===== src/rtl/ascii_pkg.sv =====
// Shared ASCII constants, address width and dump FSM state encoding.
// DUMP_LABEL_EN adds the LABEL state and the "xNN: " row-prefix helpers.
package ascii_pkg;

  localparam int         ADDR_W        = 13;
  localparam logic [7:0] ASCII_ZERO    = 8'h30;
  localparam logic [7:0] ASCII_UPPER_A = 8'h41;

`ifdef DUMP_LABEL_EN
  localparam logic [7:0] ASCII_X     = 8'h78;
  localparam logic [7:0] ASCII_COLON = 8'h3A;
  localparam logic [7:0] ASCII_SPACE = 8'h20;
  localparam logic [4:0] LABEL_LAST  = 5'd4;

  typedef enum logic [2:0] {IDLE, READ, LATCH, LABEL, HEX, FINISH} dump_state_t;

  // Character pos (0..4) of the "xNN: " prefix for register idx.
  function automatic logic [7:0] label_char(input logic [4:0] idx, input logic [4:0] pos);
    case (pos)
      5'd0:    label_char = ASCII_X;
      5'd1:    label_char = ASCII_ZERO + {3'b000, idx / 5'd10};
      5'd2:    label_char = ASCII_ZERO + {3'b000, idx % 5'd10};
      5'd3:    label_char = ASCII_COLON;
      default: label_char = ASCII_SPACE;
    endcase
  endfunction
`else
  typedef enum logic [2:0] {IDLE, READ, LATCH, HEX, FINISH} dump_state_t;
`endif

endpackage


===== src/rtl/nibble_to_ascii.sv =====
// Combinational 4-bit value to uppercase hex ASCII digit.
module nibble_to_ascii
  import ascii_pkg::*;
(
  input  logic [3:0] nibble,
  output logic [7:0] ascii
);

  always_comb begin
    if (nibble < 4'd10) ascii = ASCII_ZERO + {4'h0, nibble};
    else                ascii = ASCII_UPPER_A + {4'h0, nibble} - 8'd10;
  end

endmodule


===== src/rtl/hex_dump_engine.sv =====
// Dumps NUM_REGS debug registers as hex text rows into a character buffer.
// Define DUMP_LABEL_EN to prefix each row with "xNN: ".
//
// state  | meaning
// IDLE   | waiting for start
// READ   | debug_reg = index presented to the register file
// LATCH  | register value captured, first character staged
// LABEL  | emitting the 5-character row prefix (DUMP_LABEL_EN only)
// HEX    | emitting hex digits, most significant nibble first
// FINISH | last row written; done pulses in the following cycle
module hex_dump_engine
  import ascii_pkg::*;
#(
  parameter int WORD_SIZE = 32,
  parameter int NUM_REGS  = 32,
  parameter int COLS      = 80,
  parameter int BASE_ADDR = 0
) (
  input  logic                 clk,
  input  logic                 rst,
  input  logic                 start,
  output logic                 busy,
  output logic                 done,
  output logic [4:0]           debug_reg,
  input  logic [WORD_SIZE-1:0] debug_reg_out,
  output logic                 ascii_write_en,
  output logic [ADDR_W-1:0]    ascii_write_address,
  output logic [7:0]           ascii_input,
  input  logic                 ascii_ready
);

  localparam logic [ADDR_W-1:0] BASE       = ADDR_W'(BASE_ADDR);
  localparam logic [ADDR_W-1:0] ROW_STEP   = ADDR_W'(COLS);
  localparam logic [4:0]        LAST_DIGIT = 5'(WORD_SIZE / 4 - 1);
  localparam logic [4:0]        LAST_REG   = 5'(NUM_REGS - 1);

  dump_state_t            state;
  logic [4:0]             idx;
  logic [4:0]             col;
  logic [WORD_SIZE-1:0]   sreg;
  logic [ADDR_W-1:0]      row_base;
  logic [3:0]             nib;
  logic [7:0]             hex_char;
  logic                   xfer;

  assign xfer = ascii_write_en & ascii_ready;

  // Nibble for the character staged next: the register's top nibble when a
  // row's digits begin, otherwise the one below the digit now on the bus.
  always_comb begin
    nib = sreg[WORD_SIZE-5 -: 4];
    if (state == LATCH) nib = debug_reg_out[WORD_SIZE-1 -: 4];
`ifdef DUMP_LABEL_EN
    else if (state == LABEL) nib = sreg[WORD_SIZE-1 -: 4];
`endif
  end

  nibble_to_ascii u_nib (
    .nibble (nib),
    .ascii  (hex_char)
  );

  always_ff @(posedge clk or negedge rst) begin
    if (!rst) begin
      state               <= IDLE;
      idx                 <= '0;
      col                 <= '0;
      sreg                <= '0;
      row_base            <= BASE;
      busy                <= 1'b0;
      done                <= 1'b0;
      debug_reg           <= '0;
      ascii_write_en      <= 1'b0;
      ascii_write_address <= '0;
      ascii_input         <= '0;
    end else begin
      done <= 1'b0;
      case (state)
        IDLE: begin
          if (start) begin
            state     <= READ;
            idx       <= '0;
            debug_reg <= '0;
            row_base  <= BASE;
            busy      <= 1'b1;
          end
        end
        READ: state <= LATCH;
        LATCH: begin
          sreg                <= debug_reg_out;
          col                 <= '0;
          ascii_write_en      <= 1'b1;
          ascii_write_address <= row_base;
`ifdef DUMP_LABEL_EN
          state               <= LABEL;
          ascii_input         <= label_char(idx, 5'd0);
`else
          state               <= HEX;
          ascii_input         <= hex_char;
`endif
        end
`ifdef DUMP_LABEL_EN
        LABEL: begin
          if (xfer) begin
            ascii_write_address <= ascii_write_address + 1'b1;
            if (col == LABEL_LAST) begin
              state       <= HEX;
              col         <= '0;
              ascii_input <= hex_char;
            end else begin
              col         <= col + 5'd1;
              ascii_input <= label_char(idx, col + 5'd1);
            end
          end
        end
`endif
        HEX: begin
          if (xfer) begin
            if (col == LAST_DIGIT) begin
              ascii_write_en <= 1'b0;
              if (idx == LAST_REG) begin
                state <= FINISH;
              end else begin
                state     <= READ;
                idx       <= idx + 5'd1;
                debug_reg <= idx + 5'd1;
                row_base  <= row_base + ROW_STEP;
              end
            end else begin
              col                 <= col + 5'd1;
              ascii_write_address <= ascii_write_address + 1'b1;
              sreg                <= sreg << 4;
              ascii_input         <= hex_char;
            end
          end
        end
        FINISH: begin
          done  <= 1'b1;
          busy  <= 1'b0;
          state <= IDLE;
        end
        default: state <= IDLE;
      endcase
    end
  end

endmodule

===== config.mk =====
export PLATFORM = sky130hd
export DESIGN_NAME = hex_dump_engine
export DESIGN_NICKNAME = d
export VERILOG_FILES = /design/src/rtl/ascii_pkg.sv /design/src/rtl/nibble_to_ascii.sv /design/src/rtl/hex_dump_engine.sv
export SDC_FILE = /design/constraint.sdc
export NUM_CORES = 1
export LEC_CHECK = 0
export CAP_MARGIN = 20
export CORE_ASPECT_RATIO = 1.5
export CORE_MARGIN = 2
export CORE_UTILIZATION = 35
export CTS_CLUSTER_DIAMETER = 150
export DETAILED_ROUTE_END_ITERATION = 6
export GPL_TIMING_DRIVEN = 0
export HOLD_SLACK_MARGIN = 0.12
export PLACE_DENSITY_LB_ADDON = 0.05
export SETUP_SLACK_MARGIN = 0.05
export SLEW_MARGIN = 20
export SYNTH_ARGS = -nofsm -noshare
export SYNTH_HDL_FRONTEND = slang
export SYNTH_SLANG_ARGS = --single-unit

===== constraint.sdc =====
create_clock -name clk -period 3.3 [get_ports clk]
set_input_delay 0.66 -clock clk [delete_from_list [all_inputs] [get_ports clk]]
set_output_delay 0.66 -clock clk [all_outputs]
set_load 0.02 [all_outputs]

==> flow_metrics.tcl, run 1 <==
set metrics [dict create \
    place_congestion 0.811 \
    insertion_delay_ps 330 \
    placedInstanceArea_um2 4560 \
    fin_crit_ps 2390 \
    overflow 0 \
    root_buffer "clkbuf_16" \
    avgSynthCellArea_um2 9.15 \
    rr_worst_depth 6 \
    max-cap-violations 0 \
    use_met1_pct 23.3 \
    cts_made_buffers 9 \
    final_area_um2 4850 \
    hold_viol_final 0 \
    crit_start "col[0]" \
    drc 0 \
    antenna_found_initial 0 \
    cts_tree "yes" \
    rr_startpoint "col[0]" \
    setup_viol 0 \
    cp.depth 6 \
    ys_seq_elements 73 \
    grtUsageMet3_pct 4.24 \
    path_class "register to register" \
    antenna_cells 0 \
    hold_class "primary input to asynchronous set/reset pin" \
    final_cells 630 \
    wire_per_inst_um 16.7 \
    io_pins 65 \
    syn_to_final_growth_pct 30.4 \
    hold_buffers 0 \
    finClkSkew_ps 6.00 \
    outcome "finished clean" \
    clockBufferDepth 2 \
    grt_pass1_vias 3295 \
    place_inst 615 \
    worstMarginPinSlew_ps 979 \
    powerDensity_nw_per_um2 1030 \
    peakVddDrop_mv 0.349 \
    track_usage_pct 19.4 \
    synth_cell_types 53 \
    cts_setup_buffers 0 \
    path_buf_inv 2 \
    hpwlAfterDp_um 7670 \
    crit_chain "ha_1 -> and4bb_1 -> buf_6 -> a211oi_2 -> clkbuf_1 -> a31oi_1" \
    startpoint_type "register" \
    fmax_mhz 418 \
    grt_max_degree 54 \
    met2_usage_pct 34.0 \
    p_leak_nw 2.02 \
    regToRegEndpoint "sreg[18]" \
    synth_edf_count 0 \
    cp.arrival_ps 2580 \
    synth_ff_type "dfrtp_1" \
    slew_violations 0 \
    grt_pass1_wl_um 17000 \
    p_clk_share_pct 19.8 \
    intPower_mw 2.90 \
    nets 524 \
    synth_seq_area_share_pct 49.1 \
    io_buffers 63 \
    postSynthNetCount 449 \
    fin_util_pct 46.3 \
    initial_core_util_pct 35.5 \
    detail-route-antenna-nets 0 \
    rows 46 \
    max_slew_margin_pct 33.8 \
    synth_area_um2 3720 \
    fill_cells 1069 \
    netSwitchingFraction_pct 41.7 \
    viasPerCell 5.28 \
    die_x_um 88.2 \
    drt-total-wl_um 10500 \
    rsz0062_at_grt "false" \
    crit_required_ps 3480 \
    cts_resized 0 \
    endpoint "sreg[18]" \
    crit_fanout 10 \
    cts_sinks 73 \
    ys_warn_count 0 \
    seq_power_share_pct 33.7 \
    p_comb_share_pct 46.4 \
    drt_pre_antenna_iters 4 \
    drt_iter0_markers 201 \
    path_clk_slew_ps 60 \
    async_flop_share_pct 100 \
    setup_tns_ps 0 \
    rrSetupSlack_ps 910 \
    placeableCoreArea_um2 10500 \
    crit_family "compound AO/OA/AOI/OAI gates" \
    finalWorstSetupSlack_ps 908 \
    finalCritPeriodShare_pct 72.5 \
    pre_cts_ws_ps 638 \
    num_vias 3326 \
    die_area_um2 11500 \
    worstSetupEndpointType "register" \
    p_sw_mw 2.08 \
    slowest_delay_ps 580 \
    busiest_layer "met2" \
    drive_gt1_share_pct 7.61 \
    cp_slowest_cell "a211oi_2" \
    syn-instance-count 407 \
    die_height_um 130 \
    htreeDepth 3 \
]
[how the worst min path moves through the flow]
stage,from,depth (start not counted),to,slack [ps]
after floorplan,rst,0,ascii_input[0],360
after CTS,rst,1,col[2],210
after global routing,rst,1,col[2],230
after global placement,ascii_input[5],2,ascii_input[5],470
after detailed placement,ascii_input[5],2,ascii_input[5],480
final,rst,1,col[2],210
[kinds of logic (layout without fill, tap and decap cells)]
group / after synthesis / in the layout / synth area share (%)
buffers and inverters: 35 / 114 / 4.34
other: 1 / 1 / 0.101
and+or+nand+nor: 166 / 166 / 21.1
adders and majority gates: 6 / 6 / 2.02
xor gates and xnor gates: 2 / 2 / 0.471
muxes: 9 / 9 / 2.49
AOI/OAI and AO/OA: 115 / 115 / 20.4
DFF: 73 / 73 / 49.1
[layout by cell type (no fill, tap or decap), types with 3 or more instances in the layout]
cell type / n
a211o_1: 3
a21o_1: 3
a21oi_1: 21
a22o_1: 9
a31oi_1: 25
and3_1: 3
buf_2: 8
clkbuf_1: 19
clkbuf_16: 9
clkdlybuf4s50_1: 62
dfrtp_1: 73
ha_1: 6
inv_1: 4
mux2i_1: 7
nand2_1: 68
nand2b_1: 4
nand3_1: 13
nand3b_1: 3
nand4_1: 8
nor2_1: 35
nor3_1: 3
nor4_1: 9
o21a_1: 3
o21ai_0: 28
o31ai_1: 6
or2_2: 4
or3_1: 4
or4_1: 4
[state kept, by name (all words and copies together) (netlist names)]
name	flops
ascii_input	7
ascii_write_address	13
ascii_write_en	1
busy	1
col	5
done	1
idx	5
row_base	9
sreg	28
state	3
[synth_stat cells (all sizes together), types with 6 or more instances]
library cell,instances,share of area (%)
dfrtp,73,49
nand2,68,6.9
nor2,35,3.5
o21ai,28,3.8
a31oi,25,4.2
a21oi,22,3.1
clkbuf,19,1.9
nand3,13,1.7
buf,12,2.0
a22o,9,2.1
nor4,9,1.5
nand4,8,1.3
mux2i,7,1.9
ha,6,2.0
o31ai,6,1.2
[layer usage]
metal,vias to the layer above,share of wire (%),wire (µm)
li1,1624,-,-
met1,1622,42,4460
met2,66,52,5500
met3,14,3.8,401
met4,0,1.5,160
met5,-,0,0
[stage by stage]
step / total power [mW] / hold WS [ps]
4_1_cts: 5.03 / 215
6_report: 4.98 / 211
5_1_grt: 5.36 / 226
3_5_place_dp: 4.04 / 481
2_1_floorplan: 3.12 / 364
3_3_place_gp: 4.00 / 471
[final cells by class]
cell class              instances  area (µm²)  share of cell area, %
well taps                     144         180                   3.71
flip-flops and latches         73        1830                   37.6
plain buffers                  31         146                   3.02
inverters                       4        15.0                  0.309
repair buffers                 64         656                   13.5
clock inverters                 3        40.0                  0.825
multi-input cells             299        1730                   35.7
clock buffers                  12         256                   5.28
[power by group through the flow]
stage / clock network [mW] / logic (mW) / registers, mW
after floorplan: 0 / 1.34 / 1.78
after global placement: 0 / 2.31 / 1.69
after detailed placement: 0 / 2.34 / 1.70
after CTS: 0.999 / 2.35 / 1.68
after global routing: 1.03 / 2.58 / 1.75
final: 0.987 / 2.31 / 1.68
(Power assumes the default switching activity.)
==> run 2, diff against run 1 <==
==> constraint.sdc (replaced) <==
create_clock -name clk -period 2 [get_ports clk]
set_input_delay 0.4 -clock clk [delete_from_list [all_inputs] [get_ports clk]]
set_output_delay 0.4 -clock clk [all_outputs]
set_load 0.02 [all_outputs]
==> run 2 against run 1 <==
Net effect:
- the run now ends with negative setup slack left
- critical endpoint is now row_base[7]
- cell area increased by 7.8%
- sequential power increased by 67%
- critical path type unchanged
- non-clock buffer count increased by 13
- combinational power increased by 89%
- clock power increased by 79%
- clock skew increased by 1.9 ps
- first-iteration DRC count increased by 8.5%
- final cell count increased by 2.4%
- register-to-register slack got worse by 930 ps
- sequential share of layout area decreased by 2.7 points
- highest routed layer unchanged
==> flow_metrics.tcl, run 2 (synthesis results as in run 1) <==
set metrics [dict create \
    p_leak_nw 2.17 \
    peakVddDrop_mv 0.629 \
    detail-route-antenna-nets 0 \
    rr_worst_depth 7 \
    crit_fanout 5 \
    die_height_um 130 \
    insertion_delay_ps 340 \
    crit_chain "ha_4 -> and3_4 -> ha_4 -> and3b_2 -> a21oi_4 -> or4_4 -> a21oi_2" \
    path_clk_slew_ps 60 \
    grt_pass1_vias 3512 \
    p_sw_mw 3.70 \
    num_vias 3445 \
    root_buffer "clkbuf_16" \
    path_class "register to register" \
    setup_viol 1 \
    slew_violations 0 \
    regToRegEndpoint "row_base[7]" \
    cts_tree "yes" \
    nets 538 \
    hp-start "ascii_input[5]" \
    fin_util_pct 50.0 \
    layout_common_cells "dfrtp_1, nand2_1, clkdlybuf4s50_1" \
    syn_to_final_growth_pct 40.6 \
    htreeDepth 3 \
    netSwitchingFraction_pct 41.4 \
    p_comb_share_pct 48.9 \
    rr_startpoint "idx[0]" \
    seq_power_share_pct 31.3 \
    overflow 0 \
    die_area_um2 11500 \
    rows 46 \
    grt_pass1_wl_um 17700 \
    track_usage_pct 20.3 \
    worstMarginPinSlew_ps 696 \
    largest_register_ffs 28 \
    max-cap-violations 0 \
    drt-total-wl_um 11100 \
    cts_made_buffers 9 \
    p_clk_share_pct 19.8 \
    reg_top3 "sreg: 28 flops, ascii_write_address: 13 flops, row_base: 9 flops" \
    top_register "sreg" \
    hold_class "register to register" \
    slowest_delay_ps 510 \
    place_inst 615 \
    clockBufferDepth 2 \
    place_congestion 0.833 \
    max_slew_margin_pct 53.3 \
    intPower_mw 5.24 \
    cts_sinks 73 \
    fill_cells 1043 \
    cp_slowest_cell "or4_4" \
    multiInputGateArea_um2 1910 \
    die_x_um 88.2 \
    final_common_cell "dfrtp_1" \
    final_cells 645 \
    holdPathEnd "ascii_input[5]" \
    drc 0 \
    rsz0062_at_grt "true" \
    drive_gt1_share_pct 17.8 \
    crit_start "idx[0]" \
    whs_path_depth 2 \
    crit_path_frequent_cell "ha_4" \
    crit_family "simple AND/OR/NAND/NOR gates" \
    placeableCoreArea_um2 10500 \
    outcome "finished with violations" \
    hold_viol_final 0 \
    fin_crit_ps 2020 \
    finalWorstSetupSlack_ps -20.2 \
    finalCritPeriodShare_pct 101 \
    io_buffers 63 \
    viasPerCell 5.34 \
    io_pins 65 \
    violations "negative setup slack" \
    rrSetupSlack_ps -20 \
    cp.arrival_ps 2290 \
    crit_required_ps 2270 \
    initial_core_util_pct 35.5 \
    startpoint_type "register" \
    fmax_mhz 495 \
    seq_area_um2 1830 \
    drt_iter0_markers 218 \
    finClkSkew_ps 7.85 \
    path_buf_inv 0 \
    hpwlAfterDp_um 7820 \
    worstSetupEndpointType "register" \
    wire_per_inst_um 17.2 \
    antenna_cells 0 \
    powerDensity_nw_per_um2 1710 \
    antenna_found_initial 0 \
    grt_max_degree 46 \
    drt_pre_antenna_iters 4 \
]
==> run 2: changes by cell type in the layout (fill, tap and decap cells not counted), moves of 4 or more <==
| cell | before | now |
|---|---|---|
| buf_4 | 2 | 15 |
| clkbuf_1 | 19 | 9 |
| buf_2 | 8 | 3 |
| clkbuf_2 | 1 | 6 |
| clkbuf_4 | 0 | 4 |
| ha_1 | 6 | 2 |
| nor4_1 | 9 | 5 |
| nor4_2 | 0 | 4 |
| o21ai_0 | 28 | 24 |
==> run 2: worst min-delay path, delay by kind of cell (launching register included) <==
kind             cells  cell delay (ps)
AO/OA/AOI/OAI        1               60
flip-flops           1              340
AND/OR/NAND/NOR      1               50
==> run 2: layout make-up <==
cell class / count / area share [%]
inverter: 4 / 0.287
clock inverter: 5 / 1.51
timing repair buffer: 78 / 15.0
multi-input combinational: 300 / 36.5
sequential: 73 / 35.0
buffer: 30 / 3.68
tap: 144 / 3.44
clock buffer: 11 / 4.64
==> run 2: through the flow <==
stage               area (µm²)  TNS (ps)  setup WS [ps]  power, mW  hold slack (ps)
CTS                       5140     -22.9          -14.4       8.86              487
detailed placement        4590    -18920           -489       6.72              370
floorplan                 3750         0           39.9       5.18              104
global route              5230      -138          -66.6       9.54              527
global placement          4560   -181500          -2540       6.63              470
finish                    5230     -20.2          -20.2       8.93              486
==> run 2: repair_timing <==
action,CTS,global route
setup endpoints to repair,63,43
cloned,2,1
setup buffers,8,3
hold endpoints to repair,28,0
resized for setup,36,21
pin swaps,4,3
hold buffers,1,0
==> run 2: worst max path at each step <==
stage                        endpoint  slack [ps]  cells past startpoint
final                     row_base[7]         -20                      7
after CTS                 row_base[7]         -10                      7
after global placement         idx[1]       -2540                      1
after floorplan           row_base[7]          40                      7
after global routing      row_base[7]         -70                      7
after detailed placement     sreg[21]        -490                      5
==> run 2: power by group through the flow <==
| stage | clock [mW] | sequential (mW) | combinational (mW) |
|---|---|---|---|
| after floorplan | 0 | 2.95 | 2.23 |
| after global placement | 0 | 2.80 | 3.83 |
| after detailed placement | 0 | 2.82 | 3.90 |
| after CTS | 1.79 | 2.79 | 4.28 |
| after global routing | 1.85 | 2.89 | 4.79 |
| final | 1.77 | 2.80 | 4.37 |
==> run 2: layer usage <==
metal,up-vias,GRT usage (%),wire [µm]
li1,1651,-,-
met1,1699,23.6,4560
met2,81,36.7,5870
met3,14,4.24,447
met4,0,6.86,180
met5,-,0,0
==> run 3, diff against run 2 <==
--- a/config.mk
+++ b/config.mk
@@ -14,6 +14,7 @@
 export GPL_TIMING_DRIVEN = 0
 export HOLD_SLACK_MARGIN = 0.12
 export PLACE_DENSITY_LB_ADDON = 0.05
+export RECOVER_POWER = 25
 export SETUP_SLACK_MARGIN = 0.05
 export SLEW_MARGIN = 20
 export SYNTH_ARGS = -nofsm -noshare
==> constraint.sdc (replaced) <==
create_clock -name clk -period 2.55 [get_ports clk]
set_input_delay 0.51 -clock clk [delete_from_list [all_inputs] [get_ports clk]]
set_output_delay 0.51 -clock clk [all_outputs]
set_load 0.02 [all_outputs]
==> run 3 against run 2 <==
Net effect:
- the flow now finishes without violations
- clock power down 28%
- fmax down 12%
- wire length down 5.0%
- final cell count down 2.2%
- power down 28%
- sequential share of layout area up 2.6 points
- hold slack better by 6.6 ps
- register-to-register slack better by 260 ps
- combinational power down 31%
- critical endpoint is now row_base[4]
- largest power group unchanged
==> flow_metrics.tcl, run 3 (synthesis results as in run 1) <==
set metrics [dict create \
    grt_pass1_vias 3295 \
    antenna_cells 0 \
    fmax_mhz 434 \
    overflow 0 \
    drive_gt1_share_pct 7.60 \
    initial_core_util_pct 35.5 \
    max-cap-violations 0 \
    reg_top3 "sreg: 28 flops, ascii_write_address: 13 flops, row_base: 9 flops" \
    hold_viol_final 0 \
    cp.arrival_ps 2530 \
    power_mw 6.46 \
    finClkSkew_ps 6.32 \
    die_height_um 130 \
    placeableCoreArea_um2 10500 \
    clockBufferDepth 2 \
    crit_family "compound AO/OA/AOI/OAI gates" \
    grt_pass1_wl_um 17000 \
    crit_path_frequent_cell "ha_1" \
    largest_register_ffs 28 \
    track_usage_pct 19.4 \
    path_class "register to register" \
    fill_cells 1070 \
    antenna_found_initial 0 \
    place_congestion 0.811 \
    syn_to_final_growth_pct 30.8 \
    hold_class "register to register" \
    powerDensity_nw_per_um2 1330 \
    placedInstanceArea_um2 4560 \
    crit_required_ps 2780 \
    drt_iter0_markers 252 \
    io_buffers 63 \
    slew_violations 0 \
    fin_crit_ps 2310 \
    drt-total-wl_um 10500 \
    crit_chain "ha_1 -> and3_1 -> ha_1 -> and3b_1 -> a21oi_2 -> clkbuf_1 -> nor4_1 -> a21o_1" \
    wire_per_inst_um 16.7 \
    htreeDepth 3 \
    cp_slowest_cell "dfrtp_1" \
    io_pins 65 \
    detail-route-antenna-nets 0 \
    nets 525 \
    rows 46 \
    die_x_um 88.2 \
    setup_viol 0 \
    outcome "finished clean" \
    viasPerCell 5.28 \
    crit_fanout 10 \
    grt_max_degree 54 \
    worstSetupEndpointType "register" \
    layout_common_cells "dfrtp_1, nand2_1, clkdlybuf4s50_1" \
    p_leak_nw 2.02 \
    drt_pre_antenna_iters 4 \
    drc 0 \
    cts_tree "yes" \
    final_area_um2 4870 \
    root_buffer "clkbuf_16" \
    max_slew_margin_pct 16.3 \
    peakVddDrop_mv 0.452 \
    insertion_delay_ps 330 \
    worstMarginPinSlew_ps 1260 \
    finalCritPeriodShare_pct 90.4 \
    die_area_um2 11500 \
    final_common_cell "dfrtp_1" \
    top_register "sreg" \
    hpwlAfterDp_um 7670 \
    path_buf_inv 1 \
    rsz0062_at_grt "false" \
    startpoint_type "register" \
    path_clk_slew_ps 60 \
    num_vias 3330 \
    slowest_delay_ps 400 \
    cts_sinks 73 \
    cts_made_buffers 9 \
]
[run 3: worst paths after layout]
kind	slack [ps]	to	startpoint	depth (start not counted)
setup / recovery	240	row_base[4]	idx[0]	8
hold / removal	490	ascii_input[0]	ascii_input[0]	2
setup reg to reg	240	row_base[4]	idx[0]	8
hold reg to reg	490	ascii_input[0]	ascii_input[0]	2
max in group asynchronous	710	sreg[26]	rst	3
min in group asynchronous	970	col[2]	rst	2
[run 3: where the power goes]
part	internal [mW]	leakage (nW)	switching, mW
sequential	1.70	0.870	0.471
combinational	1.26	1.01	1.75
clock	0.802	0.148	0.478
total	3.76	2.02	2.70
[run 3: tightest hold or removal path: stages, from the launching register on]
cell and delay [ps]:
dfrtp_1 350, nand2_1 50, o21ai_0 60
[run 3: cell type report]
cell class                 instances  area [µm²]  share of cell area, %
buffer                            31         148                   3.03
clock buffer                      12         256                   5.27
clock inverter                     3        40.0                  0.822
inverter                           4        15.0                  0.308
multi-input combinational        299        1740                   35.8
sequential                        73        1830                   37.5
tap                              144         180                   3.70
timing repair buffer              65         662                   13.6
[run 3: repair_timing]
item                                    in CTS  in global routing
hold buffers                                 1                  0
endpoints found under the setup margin       0                 15
resized for setup                            0                  3
buffers inserted                             0                  0
hold endpoints to repair                    20                  0
[run 3: stage by stage]
step / TNS, ps / hold slack (ps) / setup WS, ps / utilization (%) / instances
2_1_floorplan: 0 / 214 / 486 / - / 407
3_3_place_gp: -131430 / 471 / -1810 / 43.3 / 614
3_5_place_dp: 0 / 425 / 37.6 / 43.5 / 615
4_1_cts: 0 / 494 / 145 / 46.4 / 631
5_1_grt: 0 / 518 / 52.9 / 46.5 / 631
6_report: 0 / 492 / 245 / 46.5 / 631
[run 3: layer usage]
metal / share of wire, % / vias up / GRT usage, %
met3: 4.2 / 13 / 4.24
met4: 1.5 / 0 / 6.42
met2: 53 / 73 / 34.0
met5: 0 / - / 0
met1: 42 / 1616 / 23.3
li1: - / 1628 / -
